===== config.mk =====
export PLATFORM = sky130hd
export DESIGN_NAME = dct_pass_sched
export DESIGN_NICKNAME = d
export VERILOG_FILES = /design/src/rtl/dct_pass_sched.sv
export SDC_FILE = /design/constraint.sdc
export NUM_CORES = 2
export LEC_CHECK = 0
export BUFFER_PORTS_ARGS = -buffer_cell sky130_fd_sc_hd__buf_2
export CAP_MARGIN = 20
export CORE_ASPECT_RATIO = 1.4
export CORE_MARGIN = 5
export CORE_UTILIZATION = 61
export CTS_CLUSTER_DIAMETER = 200
export CTS_CLUSTER_SIZE = 28
export DETAILED_ROUTE_END_ITERATION = 8
export PLACE_DENSITY = 0.8
export SLEW_MARGIN = 20
export SYNTH_ARGS = -nofsm -noshare
export SYNTH_HDL_FRONTEND = slang
export SYNTH_SLANG_ARGS = --single-unit

===== constraint.sdc =====
create_clock -name clk -period 8.5 [get_ports clk]
set_clock_uncertainty 0.2 [all_clocks]
set_input_delay 1.7 -clock clk [delete_from_list [all_inputs] [get_ports clk]]
set_output_delay 1.7 -clock clk [all_outputs]
set_load 0.05 [all_outputs]

===== src/rtl/dct_pass_sched.sv =====
// dct_pass_sched: time-shares one 1D DCT engine between the row pass and the
// column pass of an 8x8 2D DCT, using a ping-pong transpose store of two banks.
module dct_pass_sched #(
   parameter int LAT = 8,   // fixed latency of the shared 1D engine, in cycles
   parameter int W   = 16   // sample width
) (
   input  logic              clk,
   input  logic              rst_n,
   input  logic              in_valid,
   output logic              in_ready,
   input  logic [7:0][W-1:0] in_data,
   input  logic              in_sof,
   output logic              eng_valid,
   output logic [7:0][W-1:0] eng_data,
   input  logic [7:0][W-1:0] eng_res,
   output logic              out_valid,
   output logic [7:0][W-1:0] out_data,
   output logic              out_sob,
   output logic              out_eob,
   output logic              out_sof
);

   typedef logic [7:0][W-1:0] vec_t;

   typedef enum logic [1:0] {FREE, FILL, FULL, DRAIN} bank_st_e;

   // One in-flight engine operation; travels alongside the engine latency.
   typedef struct packed {
      logic       valid;
      logic       is_col;
      logic       bank;
      logic [2:0] idx;
      logic       sof;
   } tag_t;

   bank_st_e         bank_st [2];
   bank_st_e         bank_nx [2];
   logic             wr_ptr;
   logic             rd_ptr;
   logic [2:0]       row_cnt;
   logic [2:0]       col_cnt;
   vec_t             mem [2][8];
   logic             bank_sof [2];
   tag_t [LAT-1:0]   tag_q;
   tag_t             tag_new;
   tag_t             tag_ret;
   vec_t             eng_data_q;
   vec_t             col_vec;
   logic             col_issue;
   logic             row_issue;
   logic             wr_open;
   logic             row_ret;
   logic             col_ret;

   assign tag_ret = tag_q[LAT-1];
   assign row_ret = tag_ret.valid && !tag_ret.is_col;
   assign col_ret = tag_ret.valid && tag_ret.is_col;

   // Arbitration, engine operand mux and the tag launched with each issue.
   always_comb begin : issue_arb
      // NOTE: every output of a combinational block gets a default first, so no path leaves it unassigned and infers a latch.
      tag_new   = '0;
      col_vec   = '0;
      // Columns drain whenever the read bank holds a complete block.
      col_issue = (bank_st[rd_ptr] == FULL) || (bank_st[rd_ptr] == DRAIN);
      // A FILL bank with row_cnt back at 0 has already had all 8 rows issued.
      wr_open   = (bank_st[wr_ptr] == FREE) ||
                  ((bank_st[wr_ptr] == FILL) && (row_cnt != 3'd0));
      in_ready  = !col_issue && wr_open;
      // Nothing may reach the engine while reset is held.
      row_issue = in_valid && in_ready && rst_n;
      for (int i = 0; i < 8; i++) begin
         col_vec[i] = mem[rd_ptr][i][col_cnt];
      end
      eng_valid = row_issue || col_issue;
      eng_data  = eng_data_q;
      if (col_issue) begin
         eng_data = col_vec;
      end else if (row_issue) begin
         eng_data = in_data;
      end
      tag_new.valid  = eng_valid;
      tag_new.is_col = col_issue;
      tag_new.bank   = col_issue ? rd_ptr : wr_ptr;
      tag_new.idx    = col_issue ? col_cnt : row_cnt;
      tag_new.sof    = col_issue ? bank_sof[rd_ptr] : in_sof;
   end

   // Per-bank FREE -> FILL -> FULL -> DRAIN -> FREE next-state logic.
   always_comb begin : bank_next
      for (int b = 0; b < 2; b++) begin
         bank_nx[b] = bank_st[b];
         case (bank_st[b])
            FREE:  if (row_issue && (wr_ptr == 1'(b))) bank_nx[b] = FILL;
            // FULL only on the last write-back, so draining never reads unwritten rows.
            FILL:  if (row_ret && (tag_ret.bank == 1'(b)) && (tag_ret.idx == 3'd7))
                      bank_nx[b] = FULL;
            FULL:  if (col_issue && (rd_ptr == 1'(b))) bank_nx[b] = DRAIN;
            DRAIN: if (col_issue && (rd_ptr == 1'(b)) && (col_cnt == 3'd7))
                      bank_nx[b] = FREE;
            default: bank_nx[b] = bank_st[b];
         endcase
      end
   end

   // Control state: bank FSMs, ping-pong pointers, row/column counters, operand hold.
   always_ff @(posedge clk or negedge rst_n) begin : ctrl_regs
      // NOTE: clocked state uses non-blocking assignments so every register samples pre-edge values.
      if (!rst_n) begin
         bank_st[0] <= FREE;
         bank_st[1] <= FREE;
         wr_ptr     <= 1'b0;
         rd_ptr     <= 1'b0;
         row_cnt    <= 3'd0;
         col_cnt    <= 3'd0;
         eng_data_q <= '0;
      end else begin
         bank_st    <= bank_nx;
         eng_data_q <= eng_data;
         if (row_issue) begin
            row_cnt <= row_cnt + 3'd1;
            if (row_cnt == 3'd7) wr_ptr <= !wr_ptr;
         end
         if (col_issue) begin
            col_cnt <= col_cnt + 3'd1;
            if (col_cnt == 3'd7) rd_ptr <= !rd_ptr;
         end
      end
   end

   // Tag pipeline matching the engine latency; cleared so reset drops in-flight work.
   always_ff @(posedge clk or negedge rst_n) begin : tag_pipe
      if (!rst_n) begin
         tag_q <= '0;
      end else begin
         tag_q[0] <= tag_new;
         for (int k = 1; k < LAT; k++) begin
            tag_q[k] <= tag_q[k-1];
         end
      end
   end

   // Transpose store: row-pass results land here, block sof latched on the first row.
   always_ff @(posedge clk) begin : bank_store
      // NOTE: storage is not reset; bank FSMs gate every read, so stale contents are never observed.
      if (row_ret) begin
         mem[tag_ret.bank][tag_ret.idx] <= eng_res;
      end
      if (row_issue && (row_cnt == 3'd0)) begin
         bank_sof[wr_ptr] <= in_sof;
      end
   end

   // Registered coefficient column output, one cycle after the column result returns.
   always_ff @(posedge clk or negedge rst_n) begin : out_regs
      if (!rst_n) begin
         out_valid <= 1'b0;
         out_sob   <= 1'b0;
         out_eob   <= 1'b0;
         out_sof   <= 1'b0;
         out_data  <= '0;
      end else begin
         out_valid <= col_ret;
         out_sob   <= col_ret && (tag_ret.idx == 3'd0);
         out_eob   <= col_ret && (tag_ret.idx == 3'd7);
         out_sof   <= col_ret && (tag_ret.idx == 3'd0) && tag_ret.sof;
         if (col_ret) out_data <= eng_res;
      end
   end

endmodule


==> results by group <==
Placed design
  • Post-DP HPWL: 149,000 um
  • # port buffers: 521
  • Place WS: 1.97 ns
  • Placer Congestion: 0.843

Power and ir drop
  • Switch share: 0.409
  • Internal power: 0.0207 W
  • P per Cell Area: 357 nW/um^2
  • Clock network power share: 0.158
  • Switching power: 0.0143 W
  • Leakage: 37.1 nW
  • IR drop worst, VDD: 0.000412 V
  • Gate power share: 0.421
  • Flop pwr share: 0.421

GRT
  • Largest net degree at the start of global routing: 129
  • Remaining global-route overflow: 0
  • Initial antenna violation count: 32
  • GRT Overall Usage: 0.305
  • Vias in the first global route: 48,600
  • First-pass GRT wire length: 344,000 um

Logic synthesis
  • Post-Syn Area: 91,100 um^2
  • Count of cell types in the netlist: 49
  • Post-synth net total: 5,219
  • Avg Inst Size Synth: 18.4 um^2
  • Synthesis Warnings: 0
  • Register area share after synthesis: 0.766
  • Yosys reg bits: 2,378
  • Yosys top cell area share: 0.676
  • Post-synth EDFFs: 2,050
  • Synth Instances: 4,945
  • Top_reg_cell synth: edfxtp_1
  • Ys async rst share: 0.138
  • Area contributors post-synth: edfxtp_1, mux2i_1, dfrtp_1, a22o_1, a221oi_1
  • Synth area leader: edfxtp_1

Critical path
  • Worst setup startpoint: rd_ptr
  • R2R cell count: 6
  • Worst R2R Setup Slack: 3.82 ns
  • Critical path endpoint category: output pin
  • CP Capture Point: eng_data[75]
  • Worst Path Max Fanout: 114
  • Worst path required time: 6.60 ns
  • Worst Setup Start Kind: register
  • Crit Path Class: reg -> out
  • FF-to-FF End: eng_data_q[0]
  • R2R Path Start: rd_ptr
  • Critical Path AT: 5.42 ns

Job
  • Max_cap viols: 0

Timing
  • Fin. max-slew vios: 0
  • Final Hold Fails: 0
  • Max transition margin: 0.195
  • Sum Neg Setup Slack: 0 ns
  • Min Clock Period, post-route: 7.32 ns
  • Fmax: 137 MHz
  • Final worst slack: 1.18 ns
  • Worst slew pin tran: 1.21 ns
  • Unrepaired setup endpoints after global routing: no
  • Setup violations, final: 0
  • Final period util: 0.861

CTS
  • CTS Sinks: 2,378
  • CTS tree: built
  • Post-cts sizing count: 0
  • Clk slew on worst S/H paths: 0.11 ns
  • CTS root buffer: clkbuf_16
  • H-tree depth: 3
  • Hold Buf Count CTS: 0
  • Setup bufs post-CTS: 0
  • Clock Tree Buf Depth: 3
  • TritonCTS buffer count: 94
  • Clock Latency Late Sink: 0.76 ns

Layout
  • Most frequent cells in the layout: edfxtp_1, mux2i_1, buf_2
  • Fill cell count: 9,466
  • Most common cell after layout, fill and taps aside: edfxtp_1
  • Nets: 5,613
  • Area Overhead vs Synth: 7.84%
  • Share of layout cells above drive strength 1: 0.173

Routing
  • Pre-Repair DR Iteration Count: 6
  • Max layer used: met5
  • Average wire per standard cell: 32.9 um
  • Met1 wire length: 87,100 um
  • Number of vias per cell: 6.78
  • WL final: 243,000 um
  • Drt drc: 0
  • Antenna Nets Post-Route: 0
  • Starting DRT DRC Count: 6,910
  • Vias: 50,000
  • Met3 wire len: 29,600 um
  • WL met2: 115,000 um

Status
  • Status: finished clean

Worst hold path
  • Hold Path Class: reg -> reg

Floorplanning
  • I/O pins: 522
  • Chip height: 467 um
  • Core ar.: 148,000 um^2
  • Die area: 157,000 um^2
  • Initial Util: 0.615
  • Row cnt: 167
  • Die Wd: 337 um
==> worst max-delay path, stage by stage, from the launching register on <==
cell	delay [ns]
dfrtp_4	0.95
buf_12	0.70
buf_4	0.96
mux2i_1	0.18
a22o_1	0.29
a221oi_1	0.30
o22ai_1	0.16
nor3_1	0.62
buf_2	0.39
==> flip-flops by register name, summed over array words and instances, names as in the netlist <==
| register | count |
|---|---|
| mem | 2048 |
| bank_sof | 2 |
| out_valid | 1 |
| rd_ptr | 1 |
| wr_ptr | 1 |
| eng_data_q | 128 |
| col_cnt | 3 |
| out_eob | 1 |
| tag_q | 56 |
| out_data | 128 |
| row_cnt | 3 |
| bank_st | 4 |
| out_sof | 1 |
| out_sob | 1 |
==> per-layer routing <==
metal  vias to the layer above  global-route usage
met5                         -                   0
met4                        10               0.127
met3                       408              0.0659
met2                      3370               0.479
met1                     25600               0.424
li1                      20600                   -
==> synth_stat cells (23+ instances only) <==
library cell / number
o22ai_1: 129
a221oi_1: 195
buf_2: 52
mux2_2: 128
a22o_1: 220
edfxtp_1: 2050
nor2_1: 153
a22oi_1: 36
mux2i_1: 955
buf_1: 23
a221oi_2: 25
dfrtp_1: 328
nor3_1: 242
buf_4: 43
buf_6: 53
mux4_2: 36
clkbuf_1: 141
==> layout make-up <==
cell class / count / area, um^2 / share of cell area
Multi-Input combinational cell: 2244 / 19700 / 0.200
Clock buffer: 174 / 2730 / 0.0277
Clock inverter: 4 / 35.0 / 0.000357
Antenna cell: 17 / 42.5 / 0.000433
Sequential cell: 2378 / 69800 / 0.710
Inverter: 10 / 47.5 / 0.000484
Tap cell: 1943 / 2430 / 0.0247
Timing Repair Buffer: 611 / 3520 / 0.0358
==> logic make-up after synthesis <==
kind of cell / after synthesis / synth area share
flip-flops: 2378 / 0.766
multiplexers: 1119 / 0.130
AO/OA/AOI/OAI: 646 / 0.0583
AND/OR/NAND/NOR: 462 / 0.0238
buffers and inverters: 323 / 0.0203
adder cells (fa/ha/maj): 14 / 0.00192
XOR/XNOR: 3 / 0.000288
==> worst min path at each step <==
| stage | depth (start not counted) | endpoint | start | slack [ns] |
|---|---|---|---|---|
| 3_3_place_gp | 0 | tag_q[33] | tag_q[26] | 0.13 |
| 3_5_place_dp | 0 | tag_q[47] | tag_q[40] | 0.13 |
| 5_1_grt | 0 | tag_q[7] | tag_q[0] | 0.16 |
| 2_1_floorplan | 0 | tag_q[10] | tag_q[3] | 0.13 |
| 6_report | 0 | tag_q[28] | tag_q[21] | 0.14 |
| 4_1_cts | 0 | tag_q[16] | tag_q[9] | 0.15 |
==> through the flow <==
| stage | utilization | instance area [um^2] | hold slack [ns] | power, W | cells |
|---|---|---|---|---|---|
| global placement | 0.644 | 95400 | 0.132 | 0.0293 | 7185 |
| floorplan | - | 91100 | 0.131 | 0.0254 | 4945 |
| CTS | 0.663 | 98200 | 0.147 | 0.0350 | 7363 |
| finish | 0.663 | 98300 | 0.144 | 0.0351 | 7381 |
| global route | 0.663 | 98200 | 0.163 | 0.0362 | 7369 |
| detailed placement | 0.644 | 95400 | 0.135 | 0.0296 | 7185 |
==> power by group through the flow <==
stage	Sequential (W)	Combinational, W	Clock (W)
2_1_floorplan	0.0161	0.00926	0
3_3_place_gp	0.0149	0.0144	0
3_5_place_dp	0.0150	0.0146	0
4_1_cts	0.0148	0.0147	0.00559
5_1_grt	0.0149	0.0153	0.00605
6_report	0.0148	0.0148	0.00554
Power figures use the tool's default switching activity.
